$ cat src/rtl/kitten_spike_unpacker.sv
// Unpacks a packed spike word stream into indexed spikes with end-of-step signalling.
// Define KITTEN_DENSE_FWD_EN to forward every non-padding bit, zeros included.
module kitten_spike_unpacker #(
    parameter int N_POST     = 4096,
    parameter int PACK_WIDTH = 8,
    parameter int IDX_W      = 16
) (
    input  logic                  clk,
    input  logic                  rst,
    input  logic                  i_step_start,
    input  logic                  i_pack_valid,
    input  logic [PACK_WIDTH-1:0] i_pack_data,
    output logic                  o_pack_ready,
    output logic                  o_spike_valid,
    output logic [IDX_W-1:0]      o_spike_idx,
    output logic                  o_spike,
    input  logic                  i_spike_ready,
    output logic                  o_proj_done,
    output logic [IDX_W-1:0]      o_spike_count
);

    localparam int N_WORDS = (N_POST + PACK_WIDTH - 1) / PACK_WIDTH;
    localparam int WC_W    = $clog2(N_WORDS + 1);
    localparam int KW      = (PACK_WIDTH > 1) ? $clog2(PACK_WIDTH) : 1;
    localparam logic [WC_W-1:0] LAST_WORD = WC_W'(N_WORDS);

    typedef enum logic [1:0] {
        S_IDLE,
        S_WAIT,
        S_SCAN,
        S_DONE
    } state_t;

    state_t                  state_q, state_d;
    logic [WC_W-1:0]         word_cnt_q, word_cnt_d;
    logic [31:0]             base_q, base_d;
    logic [IDX_W-1:0]        cur_base_q, cur_base_d;
    logic [PACK_WIDTH-1:0]   pend_q, pend_d;
    logic [PACK_WIDTH-1:0]   data_q, data_d;
    logic [IDX_W-1:0]        count_q, count_d;
    logic                    pack_ready_q, pack_ready_d;
    logic                    spike_valid_q, spike_valid_d;
    logic [IDX_W-1:0]        spike_idx_q, spike_idx_d;
    logic                    spike_q, spike_d;
    logic                    proj_done_q, proj_done_d;
    logic [KW-1:0]           k_cur, k_nxt;

    function automatic logic [KW-1:0] lowest(input logic [PACK_WIDTH-1:0] m);
        lowest = '0;
        for (int i = PACK_WIDTH - 1; i >= 0; i--)
            if (m[i]) lowest = KW'(i);
    endfunction

    // Bits of the word starting at base that address real neurons.
    function automatic logic [PACK_WIDTH-1:0] pad_mask(input logic [31:0] base);
        pad_mask = '0;
        for (int i = 0; i < PACK_WIDTH; i++)
            pad_mask[i] = (base + 32'(i)) < 32'(N_POST);
    endfunction

    always_comb begin
        state_d    = state_q;
        word_cnt_d = word_cnt_q;
        base_d     = base_q;
        cur_base_d = cur_base_q;
        pend_d     = pend_q;
        data_d     = data_q;
        count_d    = count_q;
        k_cur      = lowest(pend_q);
        unique case (state_q)
            S_IDLE: begin
                if (i_step_start) begin
                    state_d    = S_WAIT;
                    word_cnt_d = '0;
                    base_d     = '0;
                    count_d    = '0;
                end
            end
            S_WAIT: begin
                if (i_pack_valid) begin
                    data_d     = i_pack_data & pad_mask(base_q);
`ifdef KITTEN_DENSE_FWD_EN
                    pend_d     = pad_mask(base_q);
`else
                    pend_d     = data_d;
`endif
                    word_cnt_d = word_cnt_q + WC_W'(1);
                    cur_base_d = base_q[IDX_W-1:0];
                    base_d     = base_q + 32'(PACK_WIDTH);
                    if (pend_d != '0)
                        state_d = S_SCAN;
                    else if (word_cnt_d == LAST_WORD)
                        state_d = S_DONE;
                end
            end
            S_SCAN: begin
                if (spike_valid_q && i_spike_ready) begin
                    pend_d = pend_q & ~(PACK_WIDTH'(1) << k_cur);
                    if (spike_q && count_q != '1)
                        count_d = count_q + IDX_W'(1);
                    if (pend_d == '0)
                        state_d = (word_cnt_q == LAST_WORD) ? S_DONE : S_WAIT;
                end
            end
            S_DONE: begin
                if (!i_step_start) state_d = S_IDLE;
            end
            default: state_d = S_IDLE;
        endcase
    end

    // Registered outputs are derived from the next state so they line up with it.
    always_comb begin
        k_nxt         = lowest(pend_d);
        pack_ready_d  = (state_d == S_WAIT);
        proj_done_d   = (state_d == S_DONE);
        spike_valid_d = (state_d == S_SCAN);
        spike_idx_d   = spike_idx_q;
        spike_d       = 1'b0;
        if (spike_valid_d) begin
            spike_idx_d = cur_base_d + IDX_W'(k_nxt);
            spike_d     = data_d[k_nxt];
        end
    end

    always_ff @(posedge clk or posedge rst) begin
        if (rst) begin
            state_q       <= S_IDLE;
            word_cnt_q    <= '0;
            base_q        <= '0;
            cur_base_q    <= '0;
            pend_q        <= '0;
            data_q        <= '0;
            count_q       <= '0;
            pack_ready_q  <= 1'b0;
            spike_valid_q <= 1'b0;
            spike_idx_q   <= '0;
            spike_q       <= 1'b0;
            proj_done_q   <= 1'b0;
        end else begin
            state_q       <= state_d;
            word_cnt_q    <= word_cnt_d;
            base_q        <= base_d;
            cur_base_q    <= cur_base_d;
            pend_q        <= pend_d;
            data_q        <= data_d;
            count_q       <= count_d;
            pack_ready_q  <= pack_ready_d;
            spike_valid_q <= spike_valid_d;
            spike_idx_q   <= spike_idx_d;
            spike_q       <= spike_d;
            proj_done_q   <= proj_done_d;
        end
    end

    assign o_pack_ready  = pack_ready_q;
    assign o_spike_valid = spike_valid_q;
    assign o_spike_idx   = spike_idx_q;
    assign o_spike       = spike_q;
    assign o_proj_done   = proj_done_q;
    assign o_spike_count = count_q;

endmodule

$ cat config.mk
export PLATFORM = sky130hd
export DESIGN_NAME = kitten_spike_unpacker
export DESIGN_NICKNAME = d
export VERILOG_FILES = /design/src/rtl/kitten_spike_unpacker.sv
export SDC_FILE = /design/constraint.sdc
export NUM_CORES = 1
export LEC_CHECK = 0
export BUFFER_PORTS_ARGS = -buffer_cell sky130_fd_sc_hd__buf_2
export CORE_UTILIZATION = 56
export CTS_BUF_LIST = sky130_fd_sc_hd__clkbuf_8
export DETAILED_ROUTE_END_ITERATION = 6
export PLACE_DENSITY = 0.88
export SLEW_MARGIN = 30
export SYNTH_ARGS = -nofsm -noshare
export SYNTH_HDL_FRONTEND = slang
export SYNTH_SLANG_ARGS = --single-unit
$ cat constraint.sdc
create_clock -name clk -period 4.4 [get_ports clk]
set_input_delay 0.22 -clock clk [delete_from_list [all_inputs] [get_ports clk]]
set_output_delay 0.22 -clock clk [all_outputs]
set_load 0.005 [all_outputs]
# --- Yosys cells after proc, flatten, opt, wreduce, memory -nomap -nowiden ---
# Cells that the tools add are included.
classes:
  bitwise: 3
  n_mux: 45
  n_eq_ne: 13
  magnitude_cmp: 9
  n_shift: 1
  addsub: 11
  reduce_logical: 9
ops:
  columns: ["operator", "n"]
  rows:
  - ["$lt 32x13->1 const B", 8]
  - ["$add 32x3->32 const B", 4]
  - ["$mux 16", 5]
  - ["$add 32x2->32 const B", 2]
  - ["$mux 32", 2]
  - ["$pmux 32 s2", 1]
  - ["$mux 3", 16]
  - ["$add 32x1->32 const B", 1]
  - ["$add 32x4->32 const B", 1]
  - ["$mux 8", 4]
  - ["$pmux 16 s2", 1]
  - ["$eq 10x10->1 const B", 2]
  - ["$mux 10", 2]
  - ["$pmux 10 s2", 1]
  - ["$add 16x1->16 const B", 1]
  - ["$add 16x3->16", 1]
  - ["$and 8x8->8", 2]
  - ["$mux 2", 8]
  - ["$ne 16x16->1 const B", 1]
  - ["$pmux 8 s2", 1]
  - ["$add 10x1->10 const B", 1]
  - ["$eq 2x2->1 const B", 4]
  - ["$logic_not 8->1", 1]
  - ["$ne 2x2->1 const B", 4]
  - ["other kinds (13)", 17]
totals:
  wordCells: 103
  regBits: 112

# --- Logic depth before layout (Yosys ltp) ---
# Gate-level depths: netlist (run 1).
depth:
  ltp_word: 24
  ltp_mapped: 20
  mapped_depth_nobuf: 20

# --- Worst setup path before layout (run 1) ---
# Ideal clock, no wire load.
synth_timing:
  path_type: "flip-flop to flip-flop"
  start: "reg state_q[0]"
  end: "reg spike_idx_q[14] (netlist: o_spike_idx[14])"
  setup_slack_ps: 155
  stages_incl_launch_ff: 20
  required_ps: 4275
  synth_period_minus_slack_ps: 4245
  arrival_time_ps: 4120
  setup_ps: 125
  path_cell_list: "dfrtp_1 -> inv_1 -> ha_1 -> and3_1 -> and3_1 -> a21oi_1 -> inv_1 -> a2111o_1 -> nand2_1 -> ha_1 -> inv_1 -> fa_1 -> nor2b_1 -> o22ai_1 -> nor4_1 -> and3_1 -> nand3_1 -> nor3_1 -> xnor2_1 -> mux2_2"
synth_via:
  word_cells_on_any_way: 24
  cone_classes: "add/sub (1); eq/ne (4); mux (18); reduce/logical (1)"
synth_rtl:
  columns: ["element", "line_no", "text"]
  rows:
  - ["start: declaration", "34", "state_t state_q, state_d;"]
  - ["start signal: assignment", "141", "state_q <= state_d;"]
  - ["$eq 2x2->1 or $eq 2x1->1 (tied branches)", "70", "unique case (state_q)"]
  - ["$pmux 8 s2 *", "70", null]
  - ["via pend_d[4]", "38", "logic [PACK_WIDTH-1:0] pend_q, pend_d;"]
  - ["$mux 3 * (5 in series)", "51", "if (m[i]) lowest = KW'(i);"]
  - ["$add 16x3->16 *", "121", "spike_idx_d = cur_base_d + IDX_W'(k_nxt);"]
  - ["end signal: assignment", "150", "spike_idx_q <= spike_idx_d;"]
  - ["end: declaration", "43", "logic [IDX_W-1:0] spike_idx_q, spike_idx_d;"]
# Mark *: on every way through the listed nets, which the timed path passes. The rest lies on a longest branch.
# A chain may end at the register's enable or synchronous reset.

# --- Worst setup path in the final report (run 1) ---
# Ends and elaborated chain as after synthesis.

==> results.rst, run 1 <==
.. list-table::
   :header-rows: 1

   * - Metric
     - Value
   * - Slew at the pin closest to its max-slew limit
     - 0.8962 ns
   * - Synthesized-area fraction occupied by xor and xnor cells
     - 8.024%
   * - Total clock sinks
     - 109
   * - Maximum number of pins on one net before global-route repair
     - 71
   * - Clock buffers created by TritonCTS
     - 9
   * - Worst-case clock skew
     - 0.01050 ns
   * - Shortest clock period the worst path allows after layout
     - 4.170 ns
   * - Largest family of logic cells by synthesized area
     - simple AND/OR/NAND/NOR gates
   * - Dpl cells
     - 802
   * - Final TNS setup
     - 0 ns
   * - Sort of element at the start of the critical path
     - register
   * - Top-area cell type share of the netlist area
     - 46.27%
   * - Peak supply drop
     - 237.9 µV
   * - Final std cell area, no fill
     - 6646 µm²
   * - Count of flip-flops with a built-in enable after synthesis
     - 0
   * - Full die area
     - 10,940 µm²
   * - Buffer cell driving the clock tree root
     - sky130_fd_sc_hd__clkbuf_8
   * - Overall overflow remaining after global route
     - 0
   * - Max capacitance violation total
     - 0
   * - First-iteration detailed-routing DRC count
     - 396
   * - Routed Wire Length
     - 13.40 mm
   * - Type of the tightest min-delay check
     - primary input to async pin
   * - Warnings, synthesis
     - 0
   * - Die Span Y
     - 104.6 µm
   * - Total global routing track utilization
     - 25.88%
   * - Cell with the most instances after synthesis
     - sky130_fd_sc_hd__dfrtp_1
   * - Required time at the worst-slack endpoint
     - 4.68 ns
   * - Clock Path Buffers
     - 2
   * - Mean number of vias per cell
     - 6.006
   * - Synthesized-area fraction occupied by and/or/nand/nor cells
     - 23.26%
   * - Post-synthesis to final-layout area growth
     - 12.76%
   * - Final setup vio count
     - 0
   * - Share of synthesized area occupied by flip-flops and latches
     - 46.27%
   * - Setup repair after global routing missed its margin
     - no
   * - N_diodes
     - 0
   * - DP Area
     - 6366 µm²
   * - Number of port buffers
     - 48
   * - Placement Setup Slack
     - -0.05082 ns
   * - Netlist Area Pre-Place
     - 5894 µm²
   * - Post-route non-filler standard cell count
     - 819
   * - Post-synthesis cell type count
     - 66
   * - Synthesized-area fraction occupied by adder cells
     - 2.844%
   * - Routed wire per std cell
     - 16.36 µm
   * - F_max
     - 239.8 MHz
   * - Final Util
     - 64.67%
   * - Relative slew slack
     - 40.03%
   * - Syn Area/Cell
     - 9.553 µm²
   * - Placed wire-length estimate
     - 9.510 mm
   * - Post-CTS Hold Fix Bufs
     - 0
   * - Global-route wire length before repair
     - 22.85 mm
   * - Weighted congestion at the end of routability-driven global placement
     - 0.9409
   * - Final worst-path cycle share
     - 94.77%
   * - Horizontal extent of the die
     - 104.6 µm
   * - Layout cell share with drive strength beyond 1
     - 18.89%
   * - Pleak
     - 3.281 nW
   * - Residual DRC count
     - 0
   * - Pre-antenna DRT Iters
     - 5
   * - Net count, final
     - 703
   * - Yosys top cell by area
     - sky130_fd_sc_hd__dfrtp_1
   * - TritonCTS clock tree
     - yes
   * - Count of final hold-check violations
     - 0
   * - Antenna violations before repair
     - 0
   * - Crit path capture type
     - register
   * - Most common library cells after synthesis
     - sky130_fd_sc_hd__dfrtp_1, sky130_fd_sc_hd__nand2_1, sky130_fd_sc_hd__nor2_1
   * - Top cells by area, synth
     - sky130_fd_sc_hd__dfrtp_1, sky130_fd_sc_hd__xor2_1, sky130_fd_sc_hd__nand2_1
   * - Outcome
     - completed
   * - Final-report max-slew violation count
     - 0
   * - I/O pins
     - 49
   * - Worst setup margin
     - 0.2299 ns
   * - Type of the worst setup path
     - register to register
   * - Via count of the first global-routing pass
     - 4,938
   * - Area of the core region
     - 10,280 µm²
   * - Number of register bits inferred by synthesis
     - 109
   * - Predominant post-synthesis flop cell
     - sky130_fd_sc_hd__dfrtp_1
   * - Synthesized net count
     - 642
   * - Initial Util
     - 57.35%
   * - Vias post-DR
     - 4,919
   * - Number of cells produced by synthesis
     - 617
   * - Ratio of total power to cell area
     - 489.2 nW/µm²
   * - Std cell rows
     - 37
   * - Share of synthesized area spent on multiplexers
     - 3.863%
   * - Critical path peak fanout
     - 5
   * - Compound-gate portion of the synthesized area
     - 12.08%
   * - Clk Latency, worst-skew pair
     - 0.39 ns
   * - Arr. time, crit path
     - 4.45 ns
   * - Post-CTS clock slew at the launch and capture registers of the worst setup and hold paths
     - 0.11 ns
   * - Antenna-violating nets left
     - 0
   * - Depth of the CTS H-tree
     - 3
   * - Share of flip-flops with an asynchronous set or reset
     - 100.0%
repair_timing:
action / CTS / global route
hold endpoints to repair: 0 / 0
gates resized for setup: 2 / 9
pin swaps: 0 / 4
endpoints found under the setup margin: 1 / 4
setup buffers: 0 / 1
cell usage in the layout (no fill, tap or decap), drive strengths merged, types with 6 or more instances in the layout:
cell type  Yosys  routed
nor3          16      16
dfrtp        109     109
buf            7      71
a31oi          6       6
xor2          33      33
and3          19      19
nor4          11      11
clkbuf        14      10
xnor2         21      21
and2           9       9
nand4         18      18
inv           29      30
o21ai         32      32
ha            11      11
or3            6       6
a21oi         18      18
nor2          63      63
o31ai          9       9
a21boi         6       6
nand3         30      30
mux2          14      14
nand2         65      65
mux2i          7       7
worst paths after layout:
path	from	end	slack [ns]	cells past startpoint
worst max register to register	state_q[0]	o_spike_idx[14]	0.23	19
min in group clk	i_pack_data[2]	data_q[2]	0.14	3
worst max-delay path	state_q[0]	o_spike_idx[14]	0.23	19
worst min-delay path	rst	o_spike_count[5]	0.01	2
worst min register to register	data_q[2]	data_q[2]	0.49	2
max in group asynchronous	rst	base_q[9]	3.35	3
critical path, cell delays in order, from the launching register on:
cell and delay [ns]:
sky130_fd_sc_hd__dfrtp_1 0.39, sky130_fd_sc_hd__inv_1 0.09, sky130_fd_sc_hd__ha_1 0.34, sky130_fd_sc_hd__and3_1 0.26, sky130_fd_sc_hd__and3_2 0.28, sky130_fd_sc_hd__a21oi_2 0.17, sky130_fd_sc_hd__inv_1 0.08, sky130_fd_sc_hd__a2111o_1 0.39
sky130_fd_sc_hd__nand2_1 0.09, sky130_fd_sc_hd__ha_1 0.17, sky130_fd_sc_hd__inv_1 0.05, sky130_fd_sc_hd__fa_1 0.39, sky130_fd_sc_hd__nor2b_1 0.13, sky130_fd_sc_hd__o22ai_1 0.12, sky130_fd_sc_hd__nor4_2 0.21, sky130_fd_sc_hd__and3_1 0.24
sky130_fd_sc_hd__nand3_1 0.15, sky130_fd_sc_hd__nor3_2 0.16, sky130_fd_sc_hd__xnor2_1 0.09, sky130_fd_sc_hd__mux2_2 0.26
state kept, by name, indices dropped and copies added, names as in the netlist:
register and flops:
base_q 29, word_cnt_q 10, cur_base_q 16, o_spike_count 16, o_proj_done 1, state_q 2
data_q 8, o_spike 1, o_spike_idx 16, o_pack_ready 1, pend_q 8, o_spike_valid 1
layout make-up:
class | instances | area [µm²]
fill | 780 | 3631
multi-input combinational | 458 | 2993
sequential | 109 | 2728
timing repair buffer | 71 | 412.9
tap | 136 | 170.2
clock buffer | 10 | 137.6
inverter | 29 | 111.4
clock inverter | 6 | 93.84
per-layer routing:
metal  up-vias  track usage, %  wire, µm
met5         -               0         0
met4         0           13.08       383
met3        39           3.681       743
met2       189           42.76      6534
met1      2400           33.35      5735
li1       2291               -         -
kinds of logic after synthesis:
| family | after synthesis |
|---|---|
| muxes | 21 |
| AOI/OAI and AO/OA | 104 |
| buffers and inverters | 50 |
| and+or+nand+nor | 266 |
| xor gates and xnor gates | 54 |
| adders and majority gates | 13 |
| DFF | 109 |
stage by stage:
step	power, mW	hold WS (ns)
4_1_cts	3.226	0.03843
6_report	3.251	0.009600
5_1_grt	3.447	0.08014
3_3_place_gp	2.485	0.4304
3_5_place_dp	2.535	0.4544
2_1_floorplan	2.210	0.3630
where the power goes:
group,switching (mW),internal [mW]
Sequential,0.102,1.15
Clock,0.352,0.340
Combinational,0.792,0.520
Note: power is estimated with default switching activity, not from simulation.
==> run 2, diff against run 1 <==
Settings changed: RECOVER_POWER set to 25.
==> run 2 against run 1 <==
Net effect:
- the run now ends with max-capacitance violations, max-slew violations left
- worst setup slack worse by 0.0051 ns
- clock power is essentially flat
- via count down 0.63%
- wire length shrank 0.16%
- critical endpoint unchanged
- largest cell class unchanged
- highest routed layer unchanged
==> results.rst, run 2 (synthesized netlist as in run 1, its figures left out) <==
.. list-table::
   :header-rows: 1

   * - Metric
     - Value
   * - Outcome
     - finished with violations
   * - Antenna-violating nets left
     - 0 (unchanged)
   * - Total global routing track utilization
     - 25.88% (unchanged)
   * - Sort of element at the start of the critical path
     - register
   * - Layout cell share with drive strength beyond 1
     - 18.89% (unchanged)
   * - Slew at the pin closest to its max-slew limit
     - 2.990 ns (+2.093 ns)
   * - First-iteration detailed-routing DRC count
     - 395 (-0.25%)
   * - Final worst-path cycle share
     - 94.89% (+0.12 points)
   * - Critical path peak fanout
     - 5 (unchanged)
   * - Arr. time, crit path
     - 4.46 ns (about the same)
   * - Relative slew slack
     - -100.4% (-140 points)
   * - Full die area
     - 10,940 µm² (unchanged)
   * - Max capacitance violation total
     - 1 (+1)
   * - Pleak
     - 3.276 nW (-0.13%)
   * - Commonest cells after routing, fill and taps aside
     - sky130_fd_sc_hd__dfrtp_1, sky130_fd_sc_hd__nand2_1, sky130_fd_sc_hd__nor2_1
   * - Placed wire-length estimate
     - 9.510 mm (unchanged)
   * - Global-route wire length before repair
     - 22.85 mm (unchanged)
   * - Area of the core region
     - 10,280 µm² (unchanged)
   * - Most used cell along the critical path
     - sky130_fd_sc_hd__inv_1
   * - Maximum number of pins on one net before global-route repair
     - 71 (unchanged)
   * - Worst path slowest cell
     - sky130_fd_sc_hd__dfrtp_1
   * - Dpl cells
     - 802 (unchanged)
   * - Crit path capture type
     - register
   * - Crit path buffers/inverters
     - 3 (unchanged)
   * - Violated checks
     - max-capacitance violations, max-slew violations
   * - Mean number of vias per cell
     - 5.968 (-0.63%)
   * - Flip-flop count of the largest register, all copies and words added
     - 29 (unchanged)
   * - Buffer cell driving the clock tree root
     - sky130_fd_sc_hd__clkbuf_8
   * - Routed wire per std cell
     - 16.33 µm (-0.16%)
   * - Final setup vio count
     - 0 (unchanged)
   * - Residual DRC count
     - 0 (unchanged)
   * - F_max
     - 239.5 MHz (-0.12%)
   * - Number of port buffers
     - 48 (unchanged)
   * - Worst-case clock skew
     - 0.01078 ns (+0.0002847 ns)
   * - TritonCTS clock tree
     - yes
   * - Leading cell type in the layout, fill and taps excluded
     - sky130_fd_sc_hd__dfrtp_1
   * - Kind of cell adding the most delay to the critical path
     - simple AND/OR/NAND/NOR gates
   * - Pre-antenna DRT Iters
     - 5 (unchanged)
   * - Shortest clock period the worst path allows after layout
     - 4.175 ns (+0.005087 ns)
   * - Routed Wire Length
     - 13.38 mm (-0.16%)
   * - Total clock sinks
     - 109 (unchanged)
   * - Antenna violations before repair
     - 0 (unchanged)
   * - Ratio of total power to cell area
     - 489.4 nW/µm² (about the same)
   * - Register with the most flip-flops
     - base_q
   * - Final-report max-slew violation count
     - 71 (+71)
   * - Net count, final
     - 703 (unchanged)
   * - Die Span Y
     - 104.6 µm (unchanged)
   * - Setup repair after global routing missed its margin
     - no
   * - Type of the tightest min-delay check
     - primary input to register
   * - Clock buffers created by TritonCTS
     - 9 (unchanged)
   * - Final hold slack
     - 0.1404 ns (+0.1308 ns)
   * - Count of final hold-check violations
     - 0 (unchanged)
   * - Ordered list of cells on the worst path
     - inv_1, ha_1, and3_1, and3_2, a21oi_2, inv_1, a2111o_1, nand2_1, ha_1, inv_1, fa_1, nor2b_1, o22ai_1, nor4_2, and3_1, nand3_1, nor3_2, xnor2_1, mux2_2
   * - Type of the worst setup path
     - register to register
   * - Peak supply drop
     - 238.2 µV (about the same)
   * - Post-synthesis to final-layout area growth
     - 12.74% (about the same)
   * - I/O pins
     - 49 (unchanged)
   * - Post-CTS Hold Fix Bufs
     - 0 (unchanged)
   * - Initial Util
     - 57.35% (unchanged)
   * - N_diodes
     - 0 (unchanged)
   * - Via count of the first global-routing pass
     - 4,938 (unchanged)
   * - Post-CTS clock slew at the launch and capture registers of the worst setup and hold paths
     - 0.11 ns (about the same)
   * - Post-route non-filler standard cell count
     - 819 (unchanged)
   * - Weighted congestion at the end of routability-driven global placement
     - 0.9409 (unchanged)
   * - Clk Latency, worst-skew pair
     - 0.39 ns (about the same)
   * - Std cell rows
     - 37 (unchanged)
   * - Required time at the worst-slack endpoint
     - 4.68 ns (about the same)
   * - Clock Path Buffers
     - 2 (unchanged)
   * - Slowest cell delay on critical path
     - 0.39 ns (about the same)
   * - Vias post-DR
     - 4,888 (-0.63%)
   * - Horizontal extent of the die
     - 104.6 µm (unchanged)
   * - Depth of the CTS H-tree
     - 3 (unchanged)
   * - Overall overflow remaining after global route
     - 0 (unchanged)
run 2: cell count changes in the layout (fill, tap and decap cells not counted), sizes merged:
cell      before  now
inv           30   29
clkinvlp       1    2
run 2: worst reg2reg max path: cells and delay by family (launching register included):
family | cells | cell delay, ns
buffers and inverters | 3 | 0.22
adder cells (fa/ha/maj) | 3 | 0.90
XOR/XNOR | 1 | 0.09
flip-flops | 1 | 0.39
multiplexers | 1 | 0.26
AO/OA/AOI/OAI | 3 | 0.68
AND/OR/NAND/NOR | 8 | 1.52
run 2: final timing paths:
| kind | end | cells after the start | start | slack, ns |
|---|---|---|---|---|
| max | o_spike_idx[14] | 19 | state_q[0] | 0.22 |
| min in group asynchronous | o_spike_count[2] | 2 | rst | 0.69 |
| min | data_q[2] | 3 | i_pack_data[2] | 0.14 |
| max reg2reg | o_spike_idx[14] | 19 | state_q[0] | 0.22 |
| max in group asynchronous | base_q[9] | 3 | rst | 2.17 |
| min reg2reg | data_q[2] | 2 | data_q[2] | 0.49 |
run 2: area by class of cell:
class	count	area, µm²
clock inverters	6	93.84
clock buffers	10	137.6
fillers	781	3632
flip-flops and latches	109	2728
multi-input cells	458	2993
well taps	136	170.2
repair buffers	71	412.9
inverters	29	110.1
run 2: timing repair:
item	CTS	global route
setup buffers	0	1
setup endpoints to repair	1	4
resized for setup	2	9
pin swaps	0	4
endpoints found under the hold margin	0	0
run 2: where the power goes:
group	switching, mW	leakage [nW]	internal [mW]
clock network	0.351	0.113	0.340
registers	0.102	1.49	1.15
logic	0.793	1.68	0.520
total	1.25	3.28	2.01
run 2: metal layers:
metal	wire length [µm]	GRT usage, %
met5	0	0
met4	379	13.08
met1	5813	33.35
met2	6531	42.76
met3	652	3.681
run 2: per-stage QoR:
step / instance area [µm²] / util [%] / setup WS (ns) / setup TNS, ns / power, mW
final: 6645 / 64.66 / 0.2248 / 0 / 3.252
after CTS: 6606 / 64.28 / 0.04165 / 0 / 3.226
after global routing: 6645 / 64.66 / 0.01665 / 0 / 3.447
after global placement: 6366 / 61.94 / 0.1418 / 0 / 2.485
after detailed placement: 6366 / 61.94 / -0.05082 / -0.05082 / 2.535
after floorplan: 5894 / - / 0.1555 / 0 / 2.210
==> run 3, diff against run 2 <==
Settings changed: ABC_AREA set to 1.
Clock period 4.4 ns to 3.74 ns, I/O delays scaled along.
==> run 3 against run 2 <==
Net effect:
- the run ends with max-capacitance violations, max-slew violations, negative setup slack left
- synthesized cell count increased by 25%
- global-route usage increased by 3.0 points
- critical path depth increased by 7
- combinational power increased to 2.8 times the previous value
- clock skew increased by 0.0093 ns
- die area increased by 3.0%
- clock power increased by 14%
==> results.rst, run 3 <==
.. list-table::
   :header-rows: 1

   * - Metric
     - Value
   * - Hold Startpoint
     - i_pack_data[5]
   * - Predominant post-synthesis flop cell
     - sky130_fd_sc_hd__dfrtp_1
   * - Fraction of power spent switching nets
     - 47.88% (+9.6 points)
   * - Final setup vio count
     - 7 (+7)
   * - Cell with the most instances after synthesis
     - sky130_fd_sc_hd__nand2_1
   * - Syn Area/Cell
     - 7.872 µm² (-18%)
   * - Post-CTS clock slew at the launch and capture registers of the worst setup and hold paths
     - 0.12 ns (about the same)
   * - Netlist Area Pre-Place
     - 6077 µm² (+3.1%)
   * - DP Area
     - 6823 µm² (+7.2%)
   * - Type of the worst setup path
     - register to register
   * - Full die area
     - 11,270 µm² (+3.0%)
   * - Worst path slowest cell
     - sky130_fd_sc_hd__dfrtp_1
   * - Critical path peak fanout
     - 7 (+2)
   * - Number of cells produced by synthesis
     - 772 (+25%)
   * - Weighted congestion at the end of routability-driven global placement
     - 0.9564 (+1.6%)
   * - Std cell rows
     - 37 (unchanged)
   * - Warnings, synthesis
     - 0 (unchanged)
   * - Power consumption
     - 6.158 mW (+89%)
   * - Slowest cell delay on critical path
     - 0.40 ns (about the same)
   * - Count of flip-flops with a built-in enable after synthesis
     - 0 (unchanged)
   * - Required time at the worst-slack endpoint
     - 4.05 ns (-0.63 ns)
   * - Arr. time, crit path
     - 4.25 ns (-0.21 ns)
   * - Area of the core region
     - 10,420 µm² (+1.4%)
   * - Antenna-violating nets left
     - 0 (unchanged)
   * - Internal power of the cells
     - 3.209 mW (+60%)
   * - Worst-case clock skew
     - 0.02008 ns (+0.009299 ns)
   * - Yosys top cell by area
     - sky130_fd_sc_hd__dfrtp_1
   * - Placement Setup Slack
     - -0.1799 ns (-0.1291 ns)
   * - Final-report max-slew violation count
     - 33 (-54%)
   * - Register with the most flip-flops
     - base_q
   * - Net count, final
     - 926 (+32%)
   * - Global-route wire length before repair
     - 25.78 mm (+13%)
   * - Via count of the first global-routing pass
     - 5,576 (+13%)
   * - Flip-flop count of the largest register, all copies and words added
     - 29 (unchanged)
   * - Relative slew slack
     - -11.97% (+88 points)
   * - Commonest cells after routing, fill and taps aside
     - sky130_fd_sc_hd__nand2_1, sky130_fd_sc_hd__dfrtp_1, sky130_fd_sc_hd__inv_1
   * - Pleak
     - 3.789 nW (+16%)
   * - Violated checks
     - max-capacitance violations, max-slew violations, negative setup slack
   * - TritonCTS clock tree
     - yes
   * - Final worst-path cycle share
     - 105.2% (+10 points)
   * - Depth of the CTS H-tree
     - 3 (unchanged)
   * - Final std cell area, no fill
     - 7433 µm² (+12%)
   * - Die Span Y
     - 106.2 µm (+1.5%)
   * - Pre-antenna DRT Iters
     - 6 (+1)
   * - Vias post-DR
     - 6,152 (+26%)
   * - Initial Util
     - 58.34% (+0.99 points)
   * - Setup repair after global routing missed its margin
     - yes
   * - Horizontal extent of the die
     - 106.2 µm (+1.5%)
   * - Placed wire-length estimate
     - 10.58 mm (+11%)
   * - Mean number of vias per cell
     - 5.904 (-1.1%)
   * - Sort of element at the start of the critical path
     - register
   * - First-iteration detailed-routing DRC count
     - 818 (+110%)
   * - Routed wire per std cell
     - 17.10 µm (+4.7%)
   * - Synthesized net count
     - 797 (+24%)
   * - Max capacitance violation total
     - 1 (unchanged)
   * - N_diodes
     - 0 (unchanged)
   * - Count of final hold-check violations
     - 0 (unchanged)
   * - Routed Wire Length
     - 17.82 mm (+33%)
   * - Maximum number of pins on one net before global-route repair
     - 52 (-27%)
   * - Buffer cell driving the clock tree root
     - sky130_fd_sc_hd__clkbuf_8
   * - Peak supply drop
     - 515.6 µV (+120%)
   * - Portion of total power attributed to sequential cells
     - 26.6% (-12 points)
   * - Shortest clock period the worst path allows after layout
     - 3.935 ns (-0.2404 ns)
   * - Number of register bits inferred by synthesis
     - 109 (unchanged)
   * - Clock buffers created by TritonCTS
     - 9 (unchanged)
   * - Residual DRC count
     - 0 (unchanged)
   * - Most common library cells after synthesis
     - sky130_fd_sc_hd__nand2_1, sky130_fd_sc_hd__dfrtp_1, sky130_fd_sc_hd__inv_1
   * - Clock Path Buffers
     - 2 (unchanged)
   * - FF-to-FF Start
     - base_q[17]
   * - Final hold slack
     - 0.2074 ns (+0.06694 ns)
   * - I/O pins
     - 49 (unchanged)
   * - Post-synthesis to final-layout area growth
     - 22.32%
   * - Most used cell along the critical path
     - sky130_fd_sc_hd__nand2_1
   * - Total global routing track utilization
     - 28.88% (+3.0 points)
   * - Crit path capture type
     - register
   * - Slew at the pin closest to its max-slew limit
     - 1.680 ns (-1.310 ns)
   * - Comb pwr share
     - 60.6% (+20 points)
   * - Top cells by area, synth
     - sky130_fd_sc_hd__dfrtp_1, sky130_fd_sc_hd__nand2_1, sky130_fd_sc_hd__inv_1
   * - Clk Latency, worst-skew pair
     - 0.40 ns (about the same)
   * - Psw
     - 2.948 mW (+140%)
   * - Antenna violations before repair
     - 0 (unchanged)
   * - Total clock sinks
     - 109 (unchanged)
   * - Ratio of total power to cell area
     - 828.4 nW/µm² (+69%)
   * - Post-synthesis cell type count
     - 53 (-20%)
   * - Layout cell share with drive strength beyond 1
     - 25.06% (+6.2 points)
   * - Share of synthesized area occupied by flip-flops and latches
     - 44.88% (-1.4 points)
   * - Overall overflow remaining after global route
     - 0 (unchanged)
   * - Leading cell type in the layout, fill and taps excluded
     - sky130_fd_sc_hd__nand2_1
   * - Outcome
     - finished with violations
   * - Part of the total power dissipated in the clock network
     - 12.8% (-8.4 points)
   * - Top-area cell type share of the netlist area
     - 44.88% (-1.4 points)
   * - Type of the tightest min-delay check
     - primary input to register
   * - CP Launch Point
     - base_q[17]
   * - Share of flip-flops with an asynchronous set or reset
     - 100.0% (unchanged)
   * - Worst setup margin
     - -0.1947 ns (-0.4196 ns)
   * - F_max
     - 254.1 MHz (+6.1%)
   * - Number of port buffers
     - 48 (unchanged)
[run 3: cell families after synthesis]
group	count (synthesis)	share of synthesized area [%]
buffers and inverters	128	8.235
and+or+nand+nor	365	28.50
xor gates and xnor gates	19	2.862
muxes	2	0.3294
AOI/OAI and AO/OA	137	12.60
adders and majority gates	12	2.594
DFF	109	44.88
[run 3: metal layers]
metal,GRT usage [%],share of wire (%)
met5,0,0
met4,11.11,4.7
met3,4.905,7.9
met2,49.68,49
met1,36.28,39
[run 3: timing repair]
item | in CTS | in global routing
resized for setup | 23 | 41
hold buffers | 1 | 0
hold endpoints to repair | 26 | 0
pin swaps | 12 | 36
gates cloned | 0 | 0
setup endpoints to repair | 5 | 8
setup buffers | 17 | 16
[run 3: stage by stage]
| step | cells | util [%] | TNS (ns) |
|---|---|---|---|
| final | 1042 | 71.36 | -0.5937 |
| after global routing | 1042 | 71.36 | -3.238 |
| after CTS | 1029 | 69.50 | 0 |
| after detailed placement | 995 | 65.50 | -0.3533 |
| after global placement | 995 | 65.50 | -0.02421 |
| after floorplan | 772 | - | 0 |
[run 3: worst paths after layout]
| check | endpoint | slack [ns] | cells past startpoint |
|---|---|---|---|
| max | o_spike_idx[14] | -0.19 | 26 |
| min | data_q[5] | 0.21 | 3 |
| max reg2reg | o_spike_idx[14] | -0.19 | 26 |
| min reg2reg | o_spike_idx[11] | 0.49 | 2 |
| max in group asynchronous | o_spike | 1.13 | 4 |
| min in group asynchronous | cur_base_q[14] | 0.55 | 3 |
[run 3: power groups by stage]
stage,registers [mW],clock network [mW],logic (mW)
floorplan,1.62,0,1.88
global placement,1.63,0,2.78
detailed placement,1.64,0,2.85
CTS,1.62,0.766,3.06
global route,1.66,0.830,3.97
finish,1.64,0.788,3.73
[run 3: worst max-delay path: cells and delay by family, from the launching register on]
kind                     cells  cell delay, ns
XOR/XNOR                     1            0.16
adder cells (fa/ha/maj)      2            0.51
AND/OR/NAND/NOR             17            2.05
AO/OA/AOI/OAI                2            0.28
flip-flops                   1            0.40
buffers and inverters        4            0.45
[run 3: layout make-up]
cell class	instances	area, µm²
timing repair buffer	131	848.3
fill	732	2983
multi-input combinational	535	3047
clock inverter	7	81.33
clock buffer	9	123.9
sequential	109	2728
tap	136	170.2
inverter	115	435.4
